[src/rtl/usb_fs_rx.sv]
// usb_fs_rx
// Device-side USB full-speed receive engine. Oversamples the raw D+/D- pins
// at 48 MHz (4 samples per bit), recovers bit timing from D+ edges, hunts
// for SYNC, then NRZI-decodes, unstuffs and assembles bytes. It checks the
// PID and the CRC5/CRC16, and detects EOP.
//
// Ports:
//   clock48        48 MHz clock
//   reset          synchronous, active-high
//   usb_dp/usb_dn  raw pad inputs (asynchronous)
//   rx_active      high from SYNC match until packet end/abort
//   rx_pid         PID of the current packet (held until the next SYNC)
//   rx_pid_valid   1-cycle pulse when the PID byte passes its check
//   rx_data        byte following the PID (payload and CRC bytes)
//   rx_data_valid  1-cycle pulse per rx_data byte
//   rx_byte_count  bytes received including the PID, valid at rx_packet_end
//   rx_packet_end  1-cycle pulse when a packet terminates (EOP or abort)
//   rx_packet_ok   no error bits set at rx_packet_end
//   rx_error       {length, crc, stuff, pid}, sticky until the next SYNC
module usb_fs_rx #(
  parameter int MAX_PACKET_BYTES      = 1026,
  parameter int IDLE_BITS_AFTER_RESET = 8
) (
  input  logic        clock48,
  input  logic        reset,
  input  logic        usb_dp,
  input  logic        usb_dn,
  output logic        rx_active,
  output logic [3:0]  rx_pid,
  output logic        rx_pid_valid,
  output logic [7:0]  rx_data,
  output logic        rx_data_valid,
  output logic [10:0] rx_byte_count,
  output logic        rx_packet_end,
  output logic        rx_packet_ok,
  output logic [3:0]  rx_error
);

  localparam logic [2:0] S_WAIT_IDLE = 3'd0;
  localparam logic [2:0] S_HUNT      = 3'd1;
  localparam logic [2:0] S_PID       = 3'd2;
  localparam logic [2:0] S_BODY      = 3'd3;
  localparam logic [2:0] S_DISCARD   = 3'd4;

  localparam int IW = $clog2(IDLE_BITS_AFTER_RESET + 1);
  localparam logic [IW-1:0] IDLE_LAST  = IW'(IDLE_BITS_AFTER_RESET - 1);
  localparam logic [10:0]   BYTE_LIMIT = 11'(MAX_PACKET_BYTES + 1);

  logic          dp_meta, dp_sync, dn_meta, dn_sync, dp_prev;
  logic [1:0]    phase;
  logic [2:0]    state;
  logic [IW-1:0] idle_count;
  logic          rearm;
  logic          prev_level;
  logic [6:0]    hunt_shift;
  logic [2:0]    ones_count;
  logic [2:0]    bit_count;
  logic [6:0]    byte_shift;
  logic [4:0]    crc5;
  logic [15:0]   crc16;

  logic          sample, line_j, line_k, line_se0, nrzi_bit;
  logic          stuff_slot, byte_done;
  logic [7:0]    assembled;
  logic [4:0]    crc5_next;
  logic [15:0]   crc16_next;
  logic          eop_len_err, eop_crc_err;
  logic [3:0]    eop_error;

  // Two-flop synchronizers; dp_prev feeds the edge detector for clock recovery.
  always_ff @(posedge clock48) begin
    if (reset) begin
      dp_meta <= 1'b0;
      dp_sync <= 1'b0;
      dn_meta <= 1'b0;
      dn_sync <= 1'b0;
      dp_prev <= 1'b0;
    end else begin
      dp_meta <= usb_dp;
      dp_sync <= dp_meta;
      dn_meta <= usb_dn;
      dn_sync <= dn_meta;
      dp_prev <= dp_sync;
    end
  end

  // Every D+ edge realigns the phase, so the sample lands mid-to-late in the bit.
  always_ff @(posedge clock48) begin
    if (reset)                  phase <= 2'd0;
    else if (dp_sync != dp_prev) phase <= 2'd0;
    else                        phase <= phase + 2'd1;
  end

  assign sample     = (phase == 2'd2);
  assign line_j     = dp_sync & ~dn_sync;
  assign line_k     = ~dp_sync & dn_sync;
  assign line_se0   = ~(line_j | line_k);
  assign nrzi_bit   = (dp_sync == prev_level);
  assign stuff_slot = (ones_count == 3'd6);
  assign byte_done  = (bit_count == 3'd7);
  assign assembled  = {nrzi_bit, byte_shift};
  assign crc5_next  = {crc5[3:0], 1'b0} ^ ((nrzi_bit ^ crc5[4]) ? 5'b00101 : 5'b00000);
  assign crc16_next = {crc16[14:0], 1'b0} ^ ((nrzi_bit ^ crc16[15]) ? 16'h8005 : 16'h0000);

  // Length/CRC verdict for an SE0 seen while the packet is still live.
  // An EOP during the PID byte can never be a complete packet.
  always_comb begin
    eop_len_err = 1'b0;
    eop_crc_err = 1'b0;
    if (state == S_PID) begin
      eop_len_err = 1'b1;
    end else begin
      if (bit_count != 3'd0) eop_len_err = 1'b1;
      case (rx_pid[1:0])
        2'b01: begin
          if (rx_byte_count != 11'd3) eop_len_err = 1'b1;
          if (crc5 != 5'b01100)       eop_crc_err = 1'b1;
        end
        2'b11: begin
          if (rx_byte_count < 11'd3)  eop_len_err = 1'b1;
          if (crc16 != 16'h800D)      eop_crc_err = 1'b1;
        end
        default: begin
          if (rx_byte_count != 11'd1) eop_len_err = 1'b1;
        end
      endcase
    end
  end

  assign eop_error = rx_error | {eop_len_err, eop_crc_err, 2'b00};

  always_ff @(posedge clock48) begin
    if (reset) begin
      state         <= S_WAIT_IDLE;
      idle_count    <= '0;
      rearm         <= 1'b0;
      prev_level    <= 1'b1;
      hunt_shift    <= 7'h7F;
      ones_count    <= 3'd0;
      bit_count     <= 3'd0;
      byte_shift    <= 7'd0;
      crc5          <= 5'h1F;
      crc16         <= 16'hFFFF;
      rx_active     <= 1'b0;
      rx_pid        <= 4'd0;
      rx_pid_valid  <= 1'b0;
      rx_data       <= 8'd0;
      rx_data_valid <= 1'b0;
      rx_byte_count <= 11'd0;
      rx_packet_end <= 1'b0;
      rx_packet_ok  <= 1'b0;
      rx_error      <= 4'd0;
    end else begin
      rx_pid_valid  <= 1'b0;
      rx_data_valid <= 1'b0;
      rx_packet_end <= 1'b0;
      if (sample) begin
        case (state)
          // rearm lets the J that closes an EOP satisfy the idle requirement;
          // the trailing SE0 of that EOP must not cancel it.
          S_WAIT_IDLE: begin
            prev_level <= 1'b1;
            hunt_shift <= 7'h7F;
            if (line_j) begin
              if (rearm || idle_count == IDLE_LAST) begin
                state      <= S_HUNT;
                idle_count <= '0;
                rearm      <= 1'b0;
              end else begin
                idle_count <= idle_count + 1'b1;
              end
            end else if (!(rearm && line_se0)) begin
              idle_count <= '0;
              rearm      <= 1'b0;
            end
          end

          S_HUNT: begin
            if (line_se0) begin
              prev_level <= 1'b1;
              hunt_shift <= 7'h7F;
            end else begin
              prev_level <= dp_sync;
              hunt_shift <= {hunt_shift[5:0], nrzi_bit};
              if ({hunt_shift, nrzi_bit} == 8'h01) begin
                state         <= S_PID;
                rx_active     <= 1'b1;
                rx_error      <= 4'd0;
                rx_packet_ok  <= 1'b0;
                rx_byte_count <= 11'd0;
                ones_count    <= 3'd1;
                bit_count     <= 3'd0;
              end
            end
          end

          S_PID, S_BODY: begin
            if (line_se0) begin
              rx_packet_end <= 1'b1;
              rx_active     <= 1'b0;
              rx_error      <= eop_error;
              rx_packet_ok  <= ~|eop_error;
              state         <= S_WAIT_IDLE;
              rearm         <= 1'b1;
              idle_count    <= '0;
            end else begin
              prev_level <= dp_sync;
              if (stuff_slot) begin
                // Stuffed bit: dropped without touching byte alignment.
                ones_count <= 3'd0;
                if (nrzi_bit) begin
                  rx_error[1] <= 1'b1;
                  state       <= S_DISCARD;
                end
              end else begin
                ones_count <= nrzi_bit ? ones_count + 3'd1 : 3'd0;
                byte_shift <= assembled[7:1];
                bit_count  <= bit_count + 3'd1;
                if (state == S_BODY) begin
                  crc5  <= crc5_next;
                  crc16 <= crc16_next;
                end
                if (byte_done) begin
                  if (state == S_PID) begin
                    if (assembled[3:0] == ~assembled[7:4]) begin
                      rx_pid        <= assembled[3:0];
                      rx_pid_valid  <= 1'b1;
                      rx_byte_count <= 11'd1;
                      crc5          <= 5'h1F;
                      crc16         <= 16'hFFFF;
                      state         <= S_BODY;
                    end else begin
                      rx_error[0] <= 1'b1;
                      state       <= S_DISCARD;
                    end
                  end else if (rx_byte_count == BYTE_LIMIT - 11'd1) begin
                    rx_error[3]   <= 1'b1;
                    rx_byte_count <= BYTE_LIMIT;
                    state         <= S_DISCARD;
                  end else begin
                    rx_data       <= assembled;
                    rx_data_valid <= 1'b1;
                    rx_byte_count <= rx_byte_count + 11'd1;
                  end
                end
              end
            end
          end

          S_DISCARD: begin
            if (line_se0) begin
              rx_packet_end <= 1'b1;
              rx_active     <= 1'b0;
              rx_packet_ok  <= ~|rx_error;
              state         <= S_WAIT_IDLE;
              rearm         <= 1'b1;
              idle_count    <= '0;
            end
          end

          default: state <= S_WAIT_IDLE;
        endcase
      end
    end
  end

endmodule
[config.mk]
export PLATFORM = sky130hd
export DESIGN_NAME = usb_fs_rx
export DESIGN_NICKNAME = d
export VERILOG_FILES = /design/src/rtl/usb_fs_rx.sv
export SDC_FILE = /design/constraint.sdc
export NUM_CORES = 1
export LEC_CHECK = 0
export ABC_AREA = 1
export CELL_PAD_IN_SITES_DETAIL_PLACEMENT = 0
export CELL_PAD_IN_SITES_GLOBAL_PLACEMENT = 1
export CORE_UTILIZATION = 47
export CTS_BUF_LIST = sky130_fd_sc_hd__clkbuf_2
export CTS_CLUSTER_DIAMETER = 30
export DETAILED_ROUTE_END_ITERATION = 10
export GPL_TIMING_DRIVEN = 0
export PLACE_DENSITY_LB_ADDON = 0.1
export SLEW_MARGIN = 20
export SYNTH_ARGS = -nofsm -noshare
export SYNTH_HDL_FRONTEND = slang
export SYNTH_SLANG_ARGS = --single-unit
export TNS_END_PERCENT = 5
[constraint.sdc]
create_clock -name clock48 -period 4.9 [get_ports clock48]
set_clock_uncertainty 0.2 [all_clocks]
set_input_delay 0.49 -clock clock48 [delete_from_list [all_inputs] [get_ports clock48]]
set_output_delay 0.49 -clock clock48 [all_outputs]
set_load 0.005 [all_outputs]
Word-level counts from Yosys, hierarchy flattened
Index checks and enable logic that the tools add are counted.
{"block": "totals", "reg_bits": 89, "in_bits": 4, "out_inout_bits": 32, "elab_cells": 229}
{"block": "op_classes", "n_addsub": 5, "n_lt_le_gt_ge": 1, "eq_ne": 43, "mux": 96, "bitwise": 19, "n_reduce_logical": 37}
{"operator": "2-to-1 mux 11 bit", "n": 8}
{"operator": "2-to-1 mux 16 bit", "n": 5}
{"operator": "2-to-1 mux 3 bit", "n": 22}
{"operator": "2-to-1 mux 1 bit", "n": 36}
{"operator": "!= test 3 bit, second input constant", "n": 11}
{"operator": "2-to-1 mux 4 bit", "n": 6}
{"operator": "AND reduction 8 bit", "n": 3}
{"operator": "case mux 11 bit (2 select lines)", "n": 1}
{"operator": "2-to-1 mux 5 bit", "n": 4}
{"operator": "!= test 2 bit, second input constant", "n": 10}
{"operator": "AND reduction 5 bit", "n": 4}
{"operator": "AND reduction 6 bit", "n": 3}
{"operator": "!= test 16 bit, second input constant", "n": 1}
{"operator": "case mux 4 bit (2 select lines)", "n": 2}
{"operator": "XOR 16 bit", "n": 1}
{"operator": "case mux 7 bit (2 select lines)", "n": 1}
{"operator": "AND reduction 7 bit", "n": 2}
{"operator": "OR reduction 7 bit", "n": 2}
{"operator": "case mux 3 bit (2 select lines)", "n": 2}
{"operator": "case mux 3 bit (4 select lines)", "n": 1}
{"operator": "adder 11 x 1 -> 11 bit, second input constant", "n": 1}
{"operator": "equality test 11 bit, second input constant", "n": 1}
{"operator": "less-than comparator 11 x 2 -> 1 bit, second input constant", "n": 1}
{"operator": "!= test 11 x 1 -> 1 bit, second input constant", "n": 1}
{"operator": "other kinds (41)", "n": 72}

Longest topological paths before layout
Gate-level depths: netlist of run 1.
{"block": "logic_depth", "depth_word": 10, "depth_mapped": 12, "mapped_depth_nobuf": 12}

Least setup slack after synthesis of run 1
No wires, ideal clock.
{"block": "synth_path", "kind": "reg-to-reg", "startpoint": "register dp_sync", "endpoint": "register crc16[1]", "setup_ps": 119, "arrival_ps": 1774, "required_ps": 4581, "slack_ps": 2808, "stages_incl_launch_ff": 12, "path_buffers": 1, "period_less_slack_ps": 2092, "path_cell_list": "dfxtp_1 > inv_2 > ha_1 > inv_2 > nand2_1 > nor2_2 > inv_1 > nor2_4 > nand2_1 > buf_2 > a21oi_1 > nand2_1"}
{"block": "synth_via", "elab_chain_len": 6, "word_cells_on_any_way": 11, "classes_between": "2 x eq/ne; 3 x mux; 5 x bitwise; 1 x reduce/logical"}
{"element": "start, declared", "line": "49", "source": "logic dp_meta, dp_sync, dn_meta, dn_sync, dp_prev;"}
{"element": "start signal, assigned", "line": "80", "source": "dp_sync <= dp_meta;"}
{"element": "equality test 1 bit", "line": "98", "source": "assign nrzi_bit = (dp_sync == prev_level);"}
{"element": "NOT 4 bit", "line": "225", "source": "if (assembled[3:0] == ~assembled[7:4]) begin"}
{"element": "equality test 4 bit", "line": "225"}
{"element": "2-to-1 mux 16 bit", "line": "225"}
{"element": "2-to-1 mux 16 bit", "line": "224", "source": "if (state == S_PID) begin"}
{"element": "2-to-1 mux 16 bit", "line": "223", "source": "if (byte_done) begin"}
{"element": "end signal, assigned", "line": "221", "source": "crc16 <= crc16_next;"}
{"element": "end, declared", "line": "60", "source": "logic [15:0] crc16;"}
Parallel ways exist; a longest one is shown, timed or not.
A chain may end at the register's enable or synchronous reset.

Worst setup path after layout of run 1
{"block": "layout_path", "startpoint": "register dp_sync", "endpoint": "register crc16[2]"}
{"block": "layout_via", "elab_chain_len": 8, "word_cells_on_any_way": 15, "classes_between": "2 x eq/ne; 5 x mux; 7 x bitwise; 1 x reduce/logical"}
{"element": "equality test 1 bit", "line": "98"}
{"element": "XOR 1 bit", "line": "103", "source": "assign crc16_next = {crc16[14:0], 1'b0} ^ ((nrzi_bit ^ crc16[15]) ? 16'h8005 : 16'h0000);"}
{"element": "2-to-1 mux 16 bit", "line": "103"}
{"element": "XOR 16 bit", "line": "103"}
{"element": "2-to-1 mux 16 bit", "line": "219", "source": "if (state == S_BODY) begin"}
{"element": "2-to-1 mux 16 bit", "line": "225"}
{"element": "2-to-1 mux 16 bit", "line": "224"}
{"element": "2-to-1 mux 16 bit", "line": "223"}
Parallel ways exist; a longest one is shown, timed or not.

==> results.md, run 1 <==
- Status: completed
- CTS tree: built
- Drt first-iter violations: 233
- Clk slew on worst S/H paths: 0.24 ns
- Post-synth ARST share: 0
- CP Max Fanout: 10
- WP data required: 5.15 ns
- Fmax: 384 MHz
- Residual DRC: 0
- Combinational share of power: 0.057
- Clk Latency, worst-skew pair: 0.55 ns
- Maximum VDD drop: 0.0874 mV
- Critical path, cell by cell: inv_2 > ha_1 > inv_2 > nand2_1 > nor2_2 > inv_1 > nor2_4 > nand2_1 > buf_2 > a21oi_1 > nand2_1
- Setup crit end kind: register
- Largest net degree at the start of global routing: 16
- Non-Filler Instances: 879
- Post-synth cell types: 39
- Power, Total: 0.00118 W
- DP Wirelength: 8.87 mm
- Gr usage total: 0.253
- HP Class: primary input to register
- Post-place instance area: between 0.005 and 0.006 mm2
- CP max stage cell: dfxtp_1
- Via count: roughly 4,600
- Primary FF master, synth: dfxtp_1
- Power Density: 225 mW/mm2
- Inserted Clock Buffers: 9
- Hold Vio Cnt, Final: 0
- Worst rel slew slack: 0.550
- Row count: 35
- Clock root buffer: clkbuf_2
- Synth-to-layout area growth: 13.5%
- Count leader, synth: nand2_1
- Routed len/inst: 13.6 um
- Critical Path AT: 2.85 ns
- Diodes inserted: 0
- First drt pass iteration count: 5
- Crit path kind: register to register
- Post-Synthesis Cells: 699
- Via density: 5.18
- Synth Area per Inst: 6.63 um2
- Static Leakage: about 2.2 nW
- Vias in the first global route: 4,308
- Sw Pwr: 0.000314 W
- Max stage delay on crit path: 0.46 ns
- Area fraction of the dominant cell type after synthesis: 0.384
- DIE HEIGHT: 101 um
- # setup viols final: 0
- CTS Buffer Depth: 2
- Post-route setup TNS: 0 ns
- Post-Syn Area: 0.00463 mm2
- Flops & latches, synth: between 80 and 90
- Fin crit share: 0.532
- First-pass GRT wire length: approximately 20 mm
- Clock share of power: 0.319
- Total grt overflow: 0
- Synth area leaders: dfxtp_1 (38%), nand2_1 (13%), a21oi_1 (7.7%), nor2_1 (7.5%), inv_1 (7.4%)
- Hold buffer count at CTS: 0
- Num ports: 36
- Most Frequent Cell on Critical Path: nand2_1
- Routability cong.: 0.944
- Register area share after synthesis: 0.384
- Final Max Tran Viols: 0
- Initial Utilization: 0.492
- Yosys Warn Count: 0
- Clk sinks: between 80 and 90
- Max-Cap Viols: 0
- Unrepaired setup endpoints after global routing: false
- Fill count: 982
- Fin crit period: 2.60 ns
- Post_cts resized: 0
- Post-route cell area: 0.00526 mm2
- Drt total wl: around 12 mm
- CP Launch Type: register
- Worst Max-Slew Pin Slew: 0.675 ns
- Core area: 0.00942 mm2
- Placed cells: 863
- Die W: 101 um
- Syn Nets: 715
- Number of routed nets with antenna violations: 0
- Die area: 0.0103 mm2
- Synth top cells by count: nand2_1 (161), nor2_1 (93), inv_1 (91)
- Fin nets: 761
- Flop pwr share: 0.624
- Post-CTS Repair Setup Buffers: 0
- Initial antenna violation count: 0
- Port Buf Inserts: 35
- Share of layout cells above drive strength 1: 0.0667
- H-tree depth: 3
- Pint: 0.000868 W
- Switching Share: 0.266
- Yosys top cell by area: dfxtp_1
- EDFF count, synth: 0
==> layer usage <==
| layer | global-route usage | vias up | wire, um |
|---|---|---|---|
| met4 | 0.104 | 0 | 270 |
| met5 | 0 | - | 0 |
| li1 | - | 2348 | - |
| met3 | 0.0352 | 25 | 514 |
| met2 | 0.429 | 114 | 5620 |
| met1 | 0.325 | 2070 | 5550 |
==> stage by stage <==
step	utilization	hold slack (ns)	setup WS, ns
2_1_floorplan	-	0.188	2.81
3_3_place_gp	0.547	0.195	2.37
3_5_place_dp	0.547	0.197	2.36
4_1_cts	0.559	0.171	2.34
5_1_grt	0.559	0.163	2.13
6_report	0.559	0.218	2.30
==> final cells by class <==
class                   instances  area [um2]  share of cell area
inverters                      96         360              0.0685
clock buffers                   9        45.0             0.00856
multi-input cells             493        2390               0.454
repair buffers                 35         350              0.0666
plain buffers                  21         106              0.0202
flip-flops and latches         89        1780               0.339
well taps                     129         161              0.0307
clock inverters                 7        68.8              0.0131
==> layout by cell type (no fill, tap or decap), types with 2 or more instances in the layout <==
| cell | netlist | final |
|---|---|---|
| nand3_1 | 50 | 50 |
| a211oi_1 | 2 | 2 |
| clkdlybuf4s50_1 | 0 | 35 |
| a31oi_1 | 2 | 2 |
| nor4_1 | 4 | 4 |
| o22ai_1 | 7 | 7 |
| nand4_1 | 8 | 8 |
| buf_2 | 7 | 7 |
| buf_1 | 2 | 2 |
| dfxtp_1 | 89 | 89 |
| nand2_2 | 4 | 4 |
| clkbuf_2 | 0 | 9 |
| o21ai_1 | 3 | 3 |
| nor2_4 | 5 | 5 |
| buf_6 | 2 | 2 |
| xor2_1 | 3 | 3 |
| a21oi_1 | 71 | 71 |
| clkbuf_1 | 9 | 9 |
| xnor2_1 | 2 | 2 |
| inv_1 | 91 | 91 |
| ha_1 | 12 | 12 |
| nor3_1 | 7 | 7 |
| nand2_1 | 161 | 161 |
| nor2_2 | 3 | 3 |
| nand2_4 | 2 | 2 |
| nand3_2 | 2 | 2 |
| clkinv_2 | 0 | 2 |
| nor2_1 | 93 | 93 |
| o21ai_0 | 41 | 41 |
| inv_2 | 5 | 5 |
==> kinds of logic after synthesis <==
kind of cell | synth area share
adder cells (fa/ha/maj) | 0.0324
AO/OA/AOI/OAI | 0.151
flip-flops | 0.384
buffers and inverters | 0.101
AND/OR/NAND/NOR | 0.322
XOR/XNOR | 0.00945
==> registers in the layout, summed over array words and instances, names as in the netlist, 2 cells and up <==
name           flops
crc5               5
state              3
rx_byte_count     11
rx_data            8
phase              2
bit_count          3
ones_count         3
rx_error           4
rx_pid             4
idle_count         4
hunt_shift         7
crc16             16
byte_shift         7
==> path summary, 6_finish.rpt <==
path                            startpoint       end  slack, ns  cells after the start
worst min register to register    phase[0]  phase[0]       0.23                      1
worst max register to register     dp_sync  crc16[2]       2.30                     11
worst min-delay path                usb_dp   dp_meta       0.22                      3
worst max-delay path               dp_sync  crc16[2]       2.30                     11
==> critical path, delay by kind of cell (launching register included) <==
family                     cells  cell delay, ns
and+or+nand+nor                5            0.64
buffers and inverters          4            0.62
DFF                            1            0.46
adders and majority gates      1            0.46
AOI/OAI and AO/OA              1            0.15
==> power groups by stage <==
stage	clock network [W]	logic (W)	registers, W
2_1_floorplan	0	0.0000468	0.000750
3_3_place_gp	0	0.0000660	0.000751
3_5_place_dp	0	0.0000671	0.000752
4_1_cts	0.000391	0.0000675	0.000738
5_1_grt	0.000426	0.0000759	0.000740
6_report	0.000377	0.0000675	0.000738
(Power assumes the default switching activity.)
==> run 2, diff against run 1 <==
- CORE_UTILIZATION: 47 -> 43
- clock period: 4.9 -> 2.54 ns (I/O delays scaled with it)
==> results.md, run 2 (same netlist as run 1, synthesis figures left out) <==
- Diodes inserted: 0
- Largest reg by FF count: crc16
- Routability cong.: 0.884
- Worst rel slew slack: 0.557
- Vias in the first global route: approximately 4,300
- Fin crit share: 0.925
- CTS Buffer Depth: 2
- H-tree depth: 3
- R2R Path Start: dp_sync
- Post-place instance area: 0.00515 mm2
- Top Registers: crc16 (16), rx_byte_count (11), rx_data (8)
- HP Class: register to register
- Clk slew on worst S/H paths: 0.22 ns
- Most frequent cells in the layout: nand2_1 (161), nor2_1 (93), inv_1 (91)
- Register-to-Register Setup Slack: 0.19 ns
- Setup crit end kind: register
- Critical Path AT: 2.66 ns
- Static Leakage: between 2 and 2.5 nW
- Clk sinks: 89
- Worst R2R Path Depth: 8
- Worst r2r dst: rx_data[4]
- Largest net degree at the start of global routing: 16
- Residual DRC: 0
- Status: completed
- Min Hold Slack: 0.210 ns
- Post-CTS Repair Setup Buffers: 0
- Via count: 4,559
- Core area: just over 0.01 mm2
- DIE HEIGHT: 106 um
- Die W: 106 um
- CP max stage cell: nor2_1
- Drt total wl: 12.3 mm
- Share of layout cells above drive strength 1: 0.0717
- # setup viols final: 0
- Fill count: between 1,000 and 1,500
- DP Wirelength: slightly above 9 mm
- Critical path, cell by cell: inv_2 > ha_2 > inv_4 > nand2_1 > nor2_1 > buf_2 > nand3_1 > a21oi_1
- Gr usage total: 0.236
- Post-route cell area: around 0.0053 mm2
- Power, Total: 0.00229 W
- Hold Vio Cnt, Final: 0
- CP Max Fanout: 10
- Inserted Clock Buffers: 9
- Fmax: 425 MHz
- Num ports: 36
- Final Max Tran Viols: 0
- Worst Max-Slew Pin Slew: 0.665 ns
- Most common cell after layout, fill and taps aside: nand2_1
- Power Density: 431 mW/mm2
- Core Util, Final: 0.512
- Post-route setup TNS: 0 ns
- CP Launch Type: register
- Row count: 37
- First drt pass iteration count: 5
- Clk Latency, worst-skew pair: 0.58 ns
- Crit path launch: dp_sync
- Critical Path Sink: rx_data[4]
- Maximum VDD drop: 0.265 mV
- Initial Utilization: 0.447
- Crit path kind: register to register
- CTS tree: built
- Max stage delay on crit path: 0.43 ns
- Unrepaired setup endpoints after global routing: false
- Total grt overflow: 0
- Port Buf Inserts: 35
- Number of flip-flops in the largest register: 16
- Via density: 5.13
- Synth-to-layout area growth: 14.6%
- Fin nets: approximately 760
- Max-Cap Viols: 0
- WP data required: 2.85 ns
- Fin crit period: 2.35 ns
- Number of routed nets with antenna violations: 0
- Die area: 0.0112 mm2
- Initial antenna violation count: 0
- Clock root buffer: clkbuf_2
- Drt first-iter violations: approximately 250
- Routed len/inst: 13.8 um
- First-pass GRT wire length: 20.9 mm
==> run 2: cell types whose count changed in the layout (fill, tap and decap cells not counted), sizes merged <==
cell	before	now
clkinv	4	1
inv	97	96
clkinvlp	1	5
nor2	101	102
dlygate4sd3	0	2
==> run 2: how the worst min path moves through the flow <==
| stage | startpoint | to | slack (ns) | depth (start not counted) |
|---|---|---|---|---|
| floorplan | usb_dn | dn_meta | 0.16 | 2 |
| global placement | dn_meta | dn_sync | 0.19 | 2 |
| detailed placement | dp_meta | dp_sync | 0.19 | 2 |
| CTS | dp_meta | dp_sync | 0.22 | 2 |
| global route | dp_meta | dp_sync | 0.22 | 2 |
| finish | dp_meta | dp_sync | 0.21 | 2 |
==> run 2: cell type report <==
cell class,instances,area (um2),share of cell area
Multi-Input combinational cell,494,2400,0.452
Sequential cell,89,1780,0.336
Timing Repair Buffer,37,370,0.0697
Inverter,96,363,0.0683
Tap cell,136,170,0.0320
Buffer,21,108,0.0203
Clock inverter,7,71.3,0.0134
Clock buffer,9,45.0,0.00848
==> run 2: critical path: cells and delay by family (launching register included) <==
family / cells / cell delay [ns]
adder cells (fa/ha/maj): 1 / 0.38
AO/OA/AOI/OAI: 1 / 0.15
flip-flops: 1 / 0.41
AND/OR/NAND/NOR: 3 / 0.64
buffers and inverters: 3 / 0.52
==> run 2: power by group <==
group	total [W]	switching [W]	internal, W
clock	0.000728	0.000508	0.000220
combinational	0.000135	0.0000976	0.0000376
sequential	0.00142	0.00000886	0.00141
total	0.00229	0.000614	0.00167
==> run 2: what timing repair did <==
action,in CTS,in global routing
cloned,0,1
endpoints found under the setup margin,1,56
gates resized for setup,1,4
hold buffers,2,0
endpoints found under the hold margin,2,0
pin swaps,0,1
==> run 2: per-layer routing <==
metal,track usage,vias up,part of all wire
li1,-,2347,-
met1,0.311,2098,0.47
met2,0.387,89,0.47
met3,0.0365,25,0.035
met4,0.0893,0,0.024
met5,0,-,0
==> run 2: stage by stage <==
stage,std cells,worst slack [ns]
after floorplan,699,0.448
after global placement,870,0.0709
after detailed placement,870,0.0268
after CTS,888,0.0178
after global routing,889,0.0126
final,889,0.190
==> RTL change: new RTL, config.mk and constraints of run 1 <==
Set the parameter `IDLE_BITS_AFTER_RESET` to 16 (it was 8).
--- a/src/rtl/usb_fs_rx.sv
+++ b/src/rtl/usb_fs_rx.sv
@@ -19,7 +19,7 @@
 //   rx_error       {length, crc, stuff, pid}, sticky until the next SYNC
 module usb_fs_rx #(
   parameter int MAX_PACKET_BYTES      = 1026,
-  parameter int IDLE_BITS_AFTER_RESET = 8
+  parameter int IDLE_BITS_AFTER_RESET = 16
 ) (
   input  logic        clock48,
   input  logic        reset,
Function: same outputs for any inputs over 4 cycles, from zero or initial values and one cycle with reset high; that may be too few to reach the edited logic, so the function may still have changed.
==> RTL change against run 1 <==
Global-route usage fell by 0.84 points. Routed wire length fell by 3.2%. Setup slack lost 0.020 ns. Sequential cell count grew 1. Power grew 3.4%. Worst hold slack worse by 0.061 ns. Via count shrank 4.7%. Cell area shrank 2.0%. Area after synthesis down 2.5%. Critical endpoint is now crc5[1].
==> RTL change: results (changes against run 1) <==
Run status
  • Status: finished, final reports clean

Placement
  • Post-DP Area: 0.00503 mm2 (-2.2%)
  • RePlAce Congestion: 0.899 (-4.8%)
  • Final HPWL DP: 8.47 mm (-4.5%)
  • Placed cell count: 812 (-5.9%)

Final layout
  • Area taken by multi-input logic gates: 0.00232 mm2 (-2.6%)
  • Layout net count: 711 (-6.6%)
  • Finished Layout Cells: 828 (-5.8%)
  • Layout cells sized above 1: 0.0830 (+0.0163)

Global route
  • Number of global-route vias before repair: 4062 (-5.7%)
  • Largest net degree at the start of global routing: 17 (+1)
  • Aggregate global-route resource usage: 0.245 (-0.00841)

Yosys
  • Synth top cells by count: nand2_1 (142), dfxtp_1 (90), nor2_1 (73), inv_1 (71), a21oi_1 (63)
  • Post-Syn Instances: 648 (-7.3%)
  • Top cells by area, synth: dfxtp_1 (40%), nand2_1 (12%), a21oi_1 (7.0%)
  • Register area share after synthesis: 0.399 (+0.0141)
  • Syn nets: 665 (-7.0%)

Detailed routing
  • Routed len/inst: 14.0 um (+2.8%)
  • Initial DRC count: 171 (-27%)
  • DR pass1 iterations: 7 (+2)
  • Vias per inst: 5.24 (+1.1%)

Worst setup path
  • Reg2Reg Depth: 11 (unchanged)
  • Critical Path AT: 2.92 ns (+0.07 ns)
  • Crit-path max FO: 10 (unchanged)
  • Critical R2R Capture: crc5[1]

STA
  • Final worst setup slack: 2.28 ns (-0.0200 ns)
  • Min Hold Slack: 0.157 ns (-0.0612 ns)

Power and ir drop
  • VDD IR max: 0.107 mV (+22%)
  • Cell-internal power: 0.889 mW (+2.3%)
  • Pleak: 2.03 nW (-9.4%)

Clock tree
  • Postcts setup bufs: 0 (unchanged)
  • Clock Pin Slew Worst Setup and Hold Paths: 0.29 ns (+0.05 ns)
  • Worst skew pair latency: 0.59 ns (+0.04 ns)
  • Clock Tree Root: clkbuf_2

Hold path
  • Hold Path Sink: dp_meta
==> RTL change: worst max-delay path: stages, from the launching register on <==
cell and delay (ns):
dfxtp_1 0.46, inv_2 0.09, ha_1 0.43, inv_2 0.20
nand2_1 0.16, nor2_4 0.18, nand2_4 0.13, nor2_4 0.17
inv_2 0.12, buf_6 0.16, a21oi_1 0.12, nand3_1 0.09
==> RTL change: worst max path at each step <==
stage                       start          to  depth (start not counted)
after global placement    dp_sync   crc16[13]                         11
after floorplan           dp_sync     crc5[1]                         11
after global routing      dp_sync   crc16[13]                         11
after detailed placement  dp_sync     crc5[1]                         11
after CTS                 dp_sync  rx_data[0]                          9
final                     dp_sync     crc5[1]                         11
==> RTL change: per-layer routing <==
metal | part of all wire | routed length (um) | up-vias | track usage
li1 | - | - | 2226 | -
met1 | 0.48 | 5530 | 1984 | 0.317
met2 | 0.46 | 5340 | 106 | 0.411
met3 | 0.038 | 439 | 25 | 0.0369
met4 | 0.024 | 273 | 0 | 0.0981
met5 | 0 | 0 | - | 0
==> RTL change: power by group through the flow <==
stage,clock (mW),sequential (mW),combinational (mW)
after global placement,0,0.761,0.0723
after floorplan,0,0.760,0.0520
after global routing,0.443,0.750,0.0837
after detailed placement,0,0.761,0.0732
after CTS,0.415,0.748,0.0734
final,0.402,0.748,0.0739
==> RTL change: final cells by class <==
type | instances | area share
repair buffers | 35 | 0.0679
clock inverters | 6 | 0.0143
inverters | 80 | 0.0582
clock buffers | 10 | 0.00971
well taps | 129 | 0.0313
multi-input cells | 460 | 0.451
flip-flops and latches | 90 | 0.349
plain buffers | 18 | 0.0184
==> RTL change: kinds of logic after synthesis <==
group	count (synthesis)	share of synthesized area
compound gates	122	0.150
xor+xnor	6	0.0116
fa+ha+maj	13	0.0360
buf+inv	98	0.0875
flops	90	0.399
simple gates	319	0.316
